## src/rtl/sa_stream_driver.sv

```systemverilog
// Host-side driver for the systolic-array core: feeds a job of operand beats,
// waits for the full result vector, then serialises it onto a result stream.
module sa_stream_driver #(
    parameter int unsigned ROWS     = 8,
    parameter int unsigned INWIDTH  = 8,
    parameter int unsigned OUTWIDTH = 32,
    parameter int unsigned KMAX     = 256,
    parameter int unsigned WAIT_MAX = 1024
) (
    input  logic                          clk,
    input  logic                          rst,

    input  logic                          start,
    input  logic [$clog2(KMAX+1)-1:0]     k_len,
    output logic                          busy,
    output logic                          done,
    output logic                          err,

    input  logic                          op_valid,
    output logic                          op_ready,
    input  logic [ROWS*INWIDTH-1:0]       op_a,
    input  logic [ROWS*INWIDTH-1:0]       op_w,

    output logic                          core_inpvalid,
    output logic [ROWS*INWIDTH-1:0]       core_ain,
    output logic [ROWS*INWIDTH-1:0]       core_win,
    input  logic [ROWS*OUTWIDTH-1:0]      core_rout,
    input  logic [ROWS-1:0]               core_rvalid,
    output logic                          core_outread,

    output logic                          res_valid,
    input  logic                          res_ready,
    output logic [OUTWIDTH-1:0]           res_data,
    output logic [$clog2(ROWS)-1:0]       res_col,
    output logic                          res_last
);

    localparam int unsigned KW = $clog2(KMAX + 1);
    localparam int unsigned CW = $clog2(ROWS);
    localparam int unsigned WW = $clog2(WAIT_MAX + 1);

    localparam logic [KW-1:0] KLimit = KW'(KMAX);
    localparam logic [KW-1:0] KOne   = KW'(1);
    localparam logic [WW-1:0] WLast  = WW'(WAIT_MAX - 1);
    localparam logic [WW-1:0] WOne   = WW'(1);
    localparam logic [CW-1:0] CLast  = CW'(ROWS - 1);
    localparam logic [CW-1:0] COne   = CW'(1);

    typedef enum logic [2:0] {
        StIdle,
        StFeed,
        StWait,
        StCapt,
        StDrain,
        StFin
    } state_e;

    state_e              state_q;
    logic [KW-1:0]       k_lim_q;
    logic [KW-1:0]       k_cnt_q;
    logic [WW-1:0]       wait_cnt_q;
    logic [CW-1:0]       col_q;
    logic                err_q;
    logic [OUTWIDTH-1:0] rbuf_q [ROWS];
    logic                drain;

    assign drain        = (state_q == StDrain);
    assign op_ready     = (state_q == StFeed) && (k_cnt_q < k_lim_q);
    assign busy         = (state_q != StIdle);
    assign done         = (state_q == StFin);
    assign err          = err_q;
    assign core_outread = (state_q == StCapt);

    // Result outputs are forced to zero outside DRAIN so stale buffer data never leaks.
    assign res_valid = drain;
    assign res_data  = drain ? rbuf_q[col_q] : '0;
    assign res_col   = drain ? col_q : '0;
    assign res_last  = drain && (col_q == CLast);

    always_ff @(posedge clk) begin
        if (rst) begin
            state_q       <= StIdle;
            k_lim_q       <= '0;
            k_cnt_q       <= '0;
            wait_cnt_q    <= '0;
            col_q         <= '0;
            err_q         <= 1'b0;
            core_inpvalid <= 1'b0;
            core_ain      <= '0;
            core_win      <= '0;
            for (int i = 0; i < ROWS; i++) begin
                rbuf_q[i] <= '0;
            end
        end else begin
            core_inpvalid <= 1'b0;
            unique case (state_q)
                StIdle: begin
                    if (start) begin
                        err_q   <= 1'b0;
                        k_cnt_q <= '0;
                        if (k_len == '0) begin
                            state_q <= StFin;
                        end else begin
                            k_lim_q <= (k_len > KLimit) ? KLimit : k_len;
                            state_q <= StFeed;
                        end
                    end
                end
                StFeed: begin
                    if (op_valid && op_ready) begin
                        core_inpvalid <= 1'b1;
                        core_ain      <= op_a;
                        core_win      <= op_w;
                        k_cnt_q       <= k_cnt_q + KOne;
                        if (k_cnt_q + KOne == k_lim_q) begin
                            wait_cnt_q <= '0;
                            state_q    <= StWait;
                        end
                    end
                end
                StWait: begin
                    // A complete result vector wins over a timeout in the same cycle.
                    if (&core_rvalid) begin
                        state_q <= StCapt;
                    end else if (wait_cnt_q == WLast) begin
                        err_q   <= 1'b1;
                        state_q <= StFin;
                    end else begin
                        wait_cnt_q <= wait_cnt_q + WOne;
                    end
                end
                StCapt: begin
                    for (int i = 0; i < ROWS; i++) begin
                        rbuf_q[i] <= core_rout[i*OUTWIDTH +: OUTWIDTH];
                    end
                    col_q   <= '0;
                    state_q <= StDrain;
                end
                StDrain: begin
                    if (res_ready) begin
                        if (col_q == CLast) begin
                            state_q <= StFin;
                        end else begin
                            col_q <= col_q + COne;
                        end
                    end
                end
                StFin: begin
                    state_q <= StIdle;
                end
                default: begin
                    state_q <= StIdle;
                end
            endcase
        end
    end

endmodule

```

## config.mk

```make
export PLATFORM = sky130hd
export DESIGN_NAME = sa_stream_driver
export DESIGN_NICKNAME = d
export VERILOG_FILES = /design/src/rtl/sa_stream_driver.sv
export SDC_FILE = /design/constraint.sdc
export NUM_CORES = 1
export LEC_CHECK = 0
export CAP_MARGIN = 20
export CORE_AREA = 3 3 226 228
export DETAILED_ROUTE_END_ITERATION = 10
export DIE_AREA = 0 0 229 231
export GPL_ROUTABILITY_DRIVEN = 0
export PLACE_DENSITY = 0.66
export SYNTH_ARGS = -nofsm -noshare
export SYNTH_HDL_FRONTEND = slang
export SYNTH_SLANG_ARGS = --single-unit
```

## constraint.sdc

```tcl
create_clock -name clk -period 9.6 [get_ports clk]
set_input_delay 0.96 -clock clk [delete_from_list [all_inputs] [get_ports clk]]
set_output_delay 0.96 -clock clk [all_outputs]
set_load 0.01 [all_outputs]
```

# ---- Yosys cells after proc, flatten, opt, wreduce, memory -nomap -nowiden
# Memory sizes are Yosys's and may differ from the RTL's. A register that Yosys moved wholly into a read port is not among the register bits.
# Index checks and enable logic that the tools add are counted.
dict set report totals {
  reg_bits 165
  ramBits 256
  output_inout_bits 171
  wordCells 105
  mem_count 1
}
dict set report classes {
  addsub 3
  magnitude_cmp 2
  eq_ne 18
  n_mux 43
  bitwise 10
  n_reduce_logical 19
}
# name words word_bits rd rd_clocked_by_memory_dff wr line_no
set mem_list {}
lappend mem_list {rbuf_q 8 32 1 1 8 64} ;# logic [OUTWIDTH-1:0] rbuf_q [ROWS];
# operator n
set ops {}
lappend ops {{32-bit 2-to-1 mux} 9}
lappend ops {{11-bit 2-to-1 mux} 4}
lappend ops {{3-bit 2-to-1 mux} 13}
lappend ops {{9-bit 2-to-1 mux} 3}
lappend ops {{11-bit case mux with 2 select lines} 1}
lappend ops {{9-bit case mux with 2 select lines} 1}
lappend ops {{3-bit case mux with 5 select lines} 1}
lappend ops {{2-bit inequality test (second input constant)} 6}
lappend ops {{11-bit by 1-bit adder with 11-bit output (second input constant)} 1}
lappend ops {{11-bit by 10-bit == test with 1-bit output (second input constant)} 1}
lappend ops {{9-bit by 1-bit adder with 9-bit output (second input constant)} 1}
lappend ops {{3-bit == test (second input constant)} 3}
lappend ops {{9-bit == test} 1}
lappend ops {{9-bit > comparator (second input constant)} 1}
lappend ops {{9-bit zero test} 1}
lappend ops {{9-bit < comparator} 1}
lappend ops {{1-bit 2-to-1 mux} 9}
lappend ops {{3-bit AND reduction} 3}
lappend ops {{1-bit bitwise OR} 8}
lappend ops {{8-bit AND reduction} 1}
lappend ops {{2-bit nonzero test} 4}
lappend ops {{3-bit by 2-bit == test with 1-bit output (second input constant)} 2}
lappend ops {{2-bit by 1-bit inequality test with 1-bit output (second input constant)} 3}
lappend ops {{3-bit case mux with 2 select lines} 1}
lappend ops {{13 further kinds} 16}

# ---- Logic depth before layout (Yosys ltp)
# Gate-level depths: netlist (run 1).
dict set report logic_depth {
  word_depth 6
  mapped_depth 11
  mapped_depth_nobuf 8
}

# ---- Worst setup path after synthesis (run 1)
# No wires, ideal clock.
dict set report synth_path {
  path_kind {input port to flip-flop}
  start {input rst}
  end {memory rbuf_q[0][0] (enable)}
  setup_ns 0.628
  t_arrival_ns 6.744
  t_required_ns 8.972
  slack_ns 2.228
  cell_stages 3
  path_buffers 1
  path_cell_list {clkbuf_1 -> inv_1 -> nand2_1}
}
# item line_no
set synth_rtl {}
lappend synth_rtl {{start, declared} 11} ;# input logic rst,
lappend synth_rtl {{end, declared} 64}

==> impl_results.md, run 1 <==
* Outcome: finished, final reports clean
* # setup viols final at 0
* Crit Path Class: reg -> out
* #FFs+latches synth at 424
* Worst min path class: reg -> reg
* Post-synthesis async set-or-reset flop share at 0%
* Crit start category: register
* Final Hold Vio Count at 0
* Clock transition at path regs at 60 ps
* Final ANT Viol Nets at 0
* Port-buffer cells at 576
* Yosys top cell area share at 42.30%
* First-pass GRT wire length at 86,130 um
* Detailed placer's ending HPWL at 41,110 um
* Combinational share of power at 10.5%
* Routed WL per cell at 20.61 um
* Setup WS pre-CTS at 5111 ps
* Initial antenna violation count at 22
* FF+latch area at 11,060 um^2
* # H-tree levels at 2
* Internal power at 3.369 mW
* Register area share after synthesis at 60.80%
* Worst-Margin Slew at 1129 ps
* Routed vias at 13,930
* Yosys warning count at 0
* CTS tree: yes
* Max Fanout on Critical Path at 38
* Grt total ovfl at 0
* Number of synthesized flops with an enable pin at 256
* Post-Route WL at 58,050 um
* RSZ-0062 raised after global routing: no
* Sw power at 966.1 uW
* Num CTS Buffers at 48
* Tmin final at 4436 ps
* Worst EP arrival at 3480 ps
* Area taken by multi-input logic gates at 6664 um^2
* Skew-Pair Late Insertion Delay at 560 ps
* Initial Util at 37.05%
* Post-synth top area cell: edfxtp_1
* Setup TNS at 0 ps
* Fillers at 4,321
* Reg-to-reg startpoint: state_q[2]$_SDFFE_PP0P_
* Vias per cell at 4.948
* Hold-fix buffers, CTS at 0
* Max Clock Freq at 0.2255 GHz
* Peak VDD IR at 0.1458 mV
* Clock buffer depth at 3
* Largest net degree at the start of global routing at 129
* Share of cells above drive strength 1 at 7.790%
* Final Skew at 19.71 ps
* Die area at 52,900 um^2
* DR iter-0 viols at 793
* Syn-to-layout area delta at 43.89%
* Vias in the first global route at 14,380
* Mapped Avg Cell Area at 11.64 um^2
* Width of the die at 229 um
* Synth Flop Type: edfxtp_1
* Tot GR Track Use at 21.30%
* Post-CTS Resized at 0
* Final period util at 46.20%
* Synth top cells by count: nand2_1, edfxtp_1, and2_1
* FP Rows at 81
* Syn_nets at 1,980
* Slew margin rel. at 24.70%
* Hold Startpoint: core_ain[22]$_SDFFE_PP0P_
* Number of nets in the layout at 2,515
* Critical Path RT at 8640 ps
* # DRC at 0
* Dominant cells by area after synthesis: edfxtp_1, dfxtp_1, mux4_2
* Worst Slack Setup Final at 5164 ps
* CP Capture Type: output pin
* CORE AREA at 49,050 um^2
* Pwr/cell area at 165.7 nW/um^2
* Clock Sink Count at 424
* Setup bufs post-CTS at 0
* Power share of the clock group at 42.3%
* Most common cell in the netlist: nand2_1
* Root Driver: clkbuf_16
* Sw frac at 22.29%
* Seq pwr share at 47.1%
* Post-Syn Instances at 1,561
* DR pass1 iterations at 5
* Cell area after synthesis at 18,170 um^2
* Netlist cell types at 52
* Die height at 231 um
* IO Pins at 577
* Fin. max-slew vios at 0
* Leakage at 9.021 nW
* Max Cap Violations at 0
[routing by layer]
layer	up-vias	GRT usage, %	share of wire (%)
met5	-	0	0.18
met4	14	8.490	3.4
met3	107	7.947	9.2
met2	493	35.72	49
met1	6758	24.78	39
li1	6562	-	-
[placed cells by master (no fill, tap or decap), drive strengths merged, types with 5 or more instances in the layout]
master	instances
nand4	6
ha	13
mux2i	33
clkbuf	65
nor2	54
o21ai	25
and3	12
nor3	9
nand3	20
nand2	279
diode	21
edfxtp	256
and2	196
a21oi	160
nand3b	15
xnor2	5
clkinv	14
clkdlybuf4s50	575
nor2b	65
mux4	64
xor2	5
a311oi	6
dfxtp	168
buf	14
inv	20
[state kept, by name, summed over array words and instances (netlist names), named ones only]
register	count
col_q	3
core_ain	64
core_inpvalid	1
core_win	64
err	1
k_cnt_q	9
k_lim_q	9
rbuf_q	256
state_q	3
wait_cnt_q	11
[per-stage QoR]
stage / instance area (um^2) / utilization [%] / total power, mW / cells / hold slack, ps
after floorplan: 18170 / - / 2.254 / 1561 / 450.5
after global placement: 24490 / 49.92 / 2.530 / 2709 / 442.3
after detailed placement: 24490 / 49.92 / 2.537 / 2709 / 447.6
after CTS: 26070 / 53.15 / 4.388 / 2794 / 456.0
after global routing: 26120 / 53.24 / 4.493 / 2802 / 472.3
final: 26150 / 53.32 / 4.335 / 2816 / 452.4
[power groups by stage]
stage	Combinational, mW	Clock [mW]	Sequential [mW]
3_5_place_dp	0.456	0	2.08
3_3_place_gp	0.453	0	2.08
6_report	0.457	1.84	2.04
2_1_floorplan	0.154	0	2.10
4_1_cts	0.459	1.89	2.04
5_1_grt	0.495	1.95	2.05
[kinds of logic (layout without fill, tap and decap cells)]
kind of cell / Yosys count / count (layout) / synth area share [%]
simple gates: 676 / 676 / 18.72
flops: 424 / 424 / 60.80
compound gates: 218 / 218 / 6.671
buf+inv: 123 / 693 / 2.685
mux: 97 / 97 / 9.748
fa+ha+maj: 13 / 13 / 0.8950
xor+xnor: 10 / 10 / 0.4819
other cells: 0 / 21 / 0
[worst max-delay path, stage by stage (launching register included)]
cell and delay (ps):
dfxtp_4 720, buf_4 740, mux4_2 590, mux2i_1 170, nor2_1 70, clkdlybuf4s50_1 560
[worst paths after layout]
kind,depth (start not counted),slack (ps),endpoint
max,5,5160,res_data[0]
min,2,450,core_ain[22]$_SDFFE_PP0P_
max reg2reg,5,6050,rbuf_q[4][23]$_SDFFCE_PN0P_
min reg2reg,2,450,core_ain[22]$_SDFFE_PP0P_
[cell type report]
type,instances,share of cell area (%)
Antenna cell,21,0.2009
Clock buffer,64,5.339
Clock inverter,21,0.7176
Inverter,18,0.2583
Multi-Input combinational cell,1014,25.48
Sequential cell,424,42.29
Tap cell,664,3.177
Timing Repair Buffer,590,22.54
(Power assumes the default switching activity.)
==> run 2: changes to the inputs <==
clock period = 4.65 ns   (was 9.6 ns; I/O delays follow)
==> impl_results.md, run 2 (same netlist as run 1, synthesis figures left out) <==
* Top delay family on crit path: buffers and inverters
* Hold Startpoint: op_w[12]
* Die area at 52,900 um^2 (unchanged)
* Largest net degree at the start of global routing at 133 (+3.1%)
* Biggest regs: rbuf_q x256, core_ain x64, core_win x64
* Worst-Margin Slew at 1091 ps (-38.73 ps)
* Pwr/cell area at 340.0 nW/um^2 (+110%)
* IO Pins at 577 (unchanged)
* Syn-to-layout area delta at 44.09%
* Routed vias at 14,070 (+0.97%)
* Design Area, Final at 26,190 um^2 (+0.13%)
* Slowest CP cell: dfxtp_4
* DR pass1 iterations at 5 (unchanged)
* Setup bufs post-CTS at 0 (unchanged)
* Die height at 231 um (unchanged)
* Final Skew at 26.79 ps (+7.072 ps)
* Worst EP arrival at 3150 ps (-330 ps)
* Critical Path RT at 4180 ps (-4460 ps)
* Worst path bufs/invs at 2 (unchanged)
* Clock buffer depth at 3 (unchanged)
* Peak VDD IR at 0.2883 mV (+98%)
* Max Clock Freq at 0.2769 GHz
* FP Rows at 81 (unchanged)
* First-pass GRT wire length at 87,760 um (+1.9%)
* RSZ-0062 raised after global routing: no
* Tot GR Track Use at 21.81% (+0.51 points)
* Tmin final at 3611 ps
* Crit Path Class: reg -> out
* Vias per cell at 5.007 (+1.2%)
* Setup TNS at 0 ps (unchanged)
* Most frequent cells in the layout: clkdlybuf4s50_1, nand2_1, edfxtp_1
* Grt total ovfl at 0 (unchanged)
* CTS tree: yes
* Hold-fix buffers, CTS at 0 (unchanged)
* Final Core Density at 53.39% (+0.071 points)
* Outcome: finished, final reports clean
* Max reg flops at 256 (unchanged)
* Post-Route WL at 59,750 um (+2.9%)
* Fin cells at 2,810 (-0.21%)
* # setup viols final at 0 (unchanged)
* Routed WL per cell at 21.26 um (+3.2%)
* Detailed placer's ending HPWL at 42,530 um (+3.5%)
* Number of nets in the layout at 2,518 (+0.12%)
* CP peak stage delay at 760 ps (+20 ps)
* Leakage at 9.039 nW (+0.20%)
* DR iter-0 viols at 1,023 (+29%)
* Worst min path class: in -> reg
* Most common cell after layout, fill and taps aside: clkdlybuf4s50_1
* # DRC at 0 (unchanged)
* Port-buffer cells at 576 (unchanged)
* Final ANT Viol Nets at 0 (unchanged)
* Max Cap Violations at 0 (unchanged)
* Placed cells at 2,713 (+0.15%)
* Initial antenna violation count at 26 (+18%)
* Share of cells above drive strength 1 at 7.829% (+0.040 points)
* Crit start category: register
* # H-tree levels at 2 (unchanged)
* Reg-to-reg startpoint: k_cnt_q[2]$_SDFFE_PP0P_
* Width of the die at 229 um (unchanged)
* Root Driver: clkbuf_16
* Fin. max-slew vios at 0 (unchanged)
* Post-CTS Resized at 0 (unchanged)
* CP Capture Type: output pin
* Num CTS Buffers at 47 (-2.1%)
* Max Fanout on Critical Path at 36 (-5.3%)
* Initial Util at 37.05% (unchanged)
* Final Hold Vio Count at 0 (unchanged)
* CORE AREA at 49,050 um^2 (unchanged)
* Final period util at 77.66%
* Vias in the first global route at 14,370 (-0.049%)
* Clock transition at path regs at 60 ps (about the same)
* Dpl cell area at 24,590 um^2 (+0.41%)
* Clock Sink Count at 424 (unchanged)
* Reg with most FFs: rbuf_q
* Worst-path cell chain: buf_12, mux4_2, mux2i_1, nor2_1, clkdlybuf4s50_1
* Skew-Pair Late Insertion Delay at 580 ps (+20 ps)
* Slew margin rel. at 27.28% (+2.6 points)
run 2: through the flow:
stage               setup slack (ps)  hold slack [ps]  power [mW]
CTS                            924.4            406.4       9.003
detailed placement              1399            448.5       5.255
global route                   816.4            425.4       9.230
global placement                1488            442.6       5.239
finish                          1039            435.0       8.904
floorplan                      243.7            450.5       4.640
run 2: worst register-to-register path, stage by stage (launching register included):
cell      delay, ps
dfxtp_1         510
ha_1            300
o211ai_1        180
a21oi_1          80
o41ai_2         500
nand2_4         480
buf_4           530
or3_1           470
a21oi_1         150
run 2: area by class of cell:
class / instances / area, um^2
Antenna cell: 13 / 32.53
Clock buffer: 68 / 1420
Clock inverter: 15 / 125.1
Fill cell: 4311 / 22860
Inverter: 18 / 67.56
Multi-Input combinational cell: 1014 / 6673
Sequential cell: 424 / 11060
Tap cell: 664 / 830.8
Timing Repair Buffer: 594 / 5979
run 2: per-layer routing:
metal / GRT usage, % / vias up / share of wire, %
met5: 0.6434 / - / 0.35
met4: 10.53 / 28 / 4.5
met3: 8.786 / 123 / 10
met2: 35.82 / 555 / 48
met1: 24.80 / 6810 / 37
li1: - / 6553 / -
run 2: power by group:
| part | switching, mW | internal (mW) |
|---|---|---|
| sequential | 0.0715 | 4.15 |
| clock | 1.51 | 2.22 |
| combinational | 0.416 | 0.541 |
| total | 2.00 | 6.91 |
run 2: worst paths after layout:
check	to	slack [ps]	cells after the start
setup / recovery	res_data[28]	1040	5
hold / removal	core_win[12]$_SDFFE_PP0P_	430	3
setup reg to reg	k_cnt_q[6]$_SDFFE_PP0P_	1360	8
hold reg to reg	core_ain[51]$_SDFFE_PP0P_	450	2
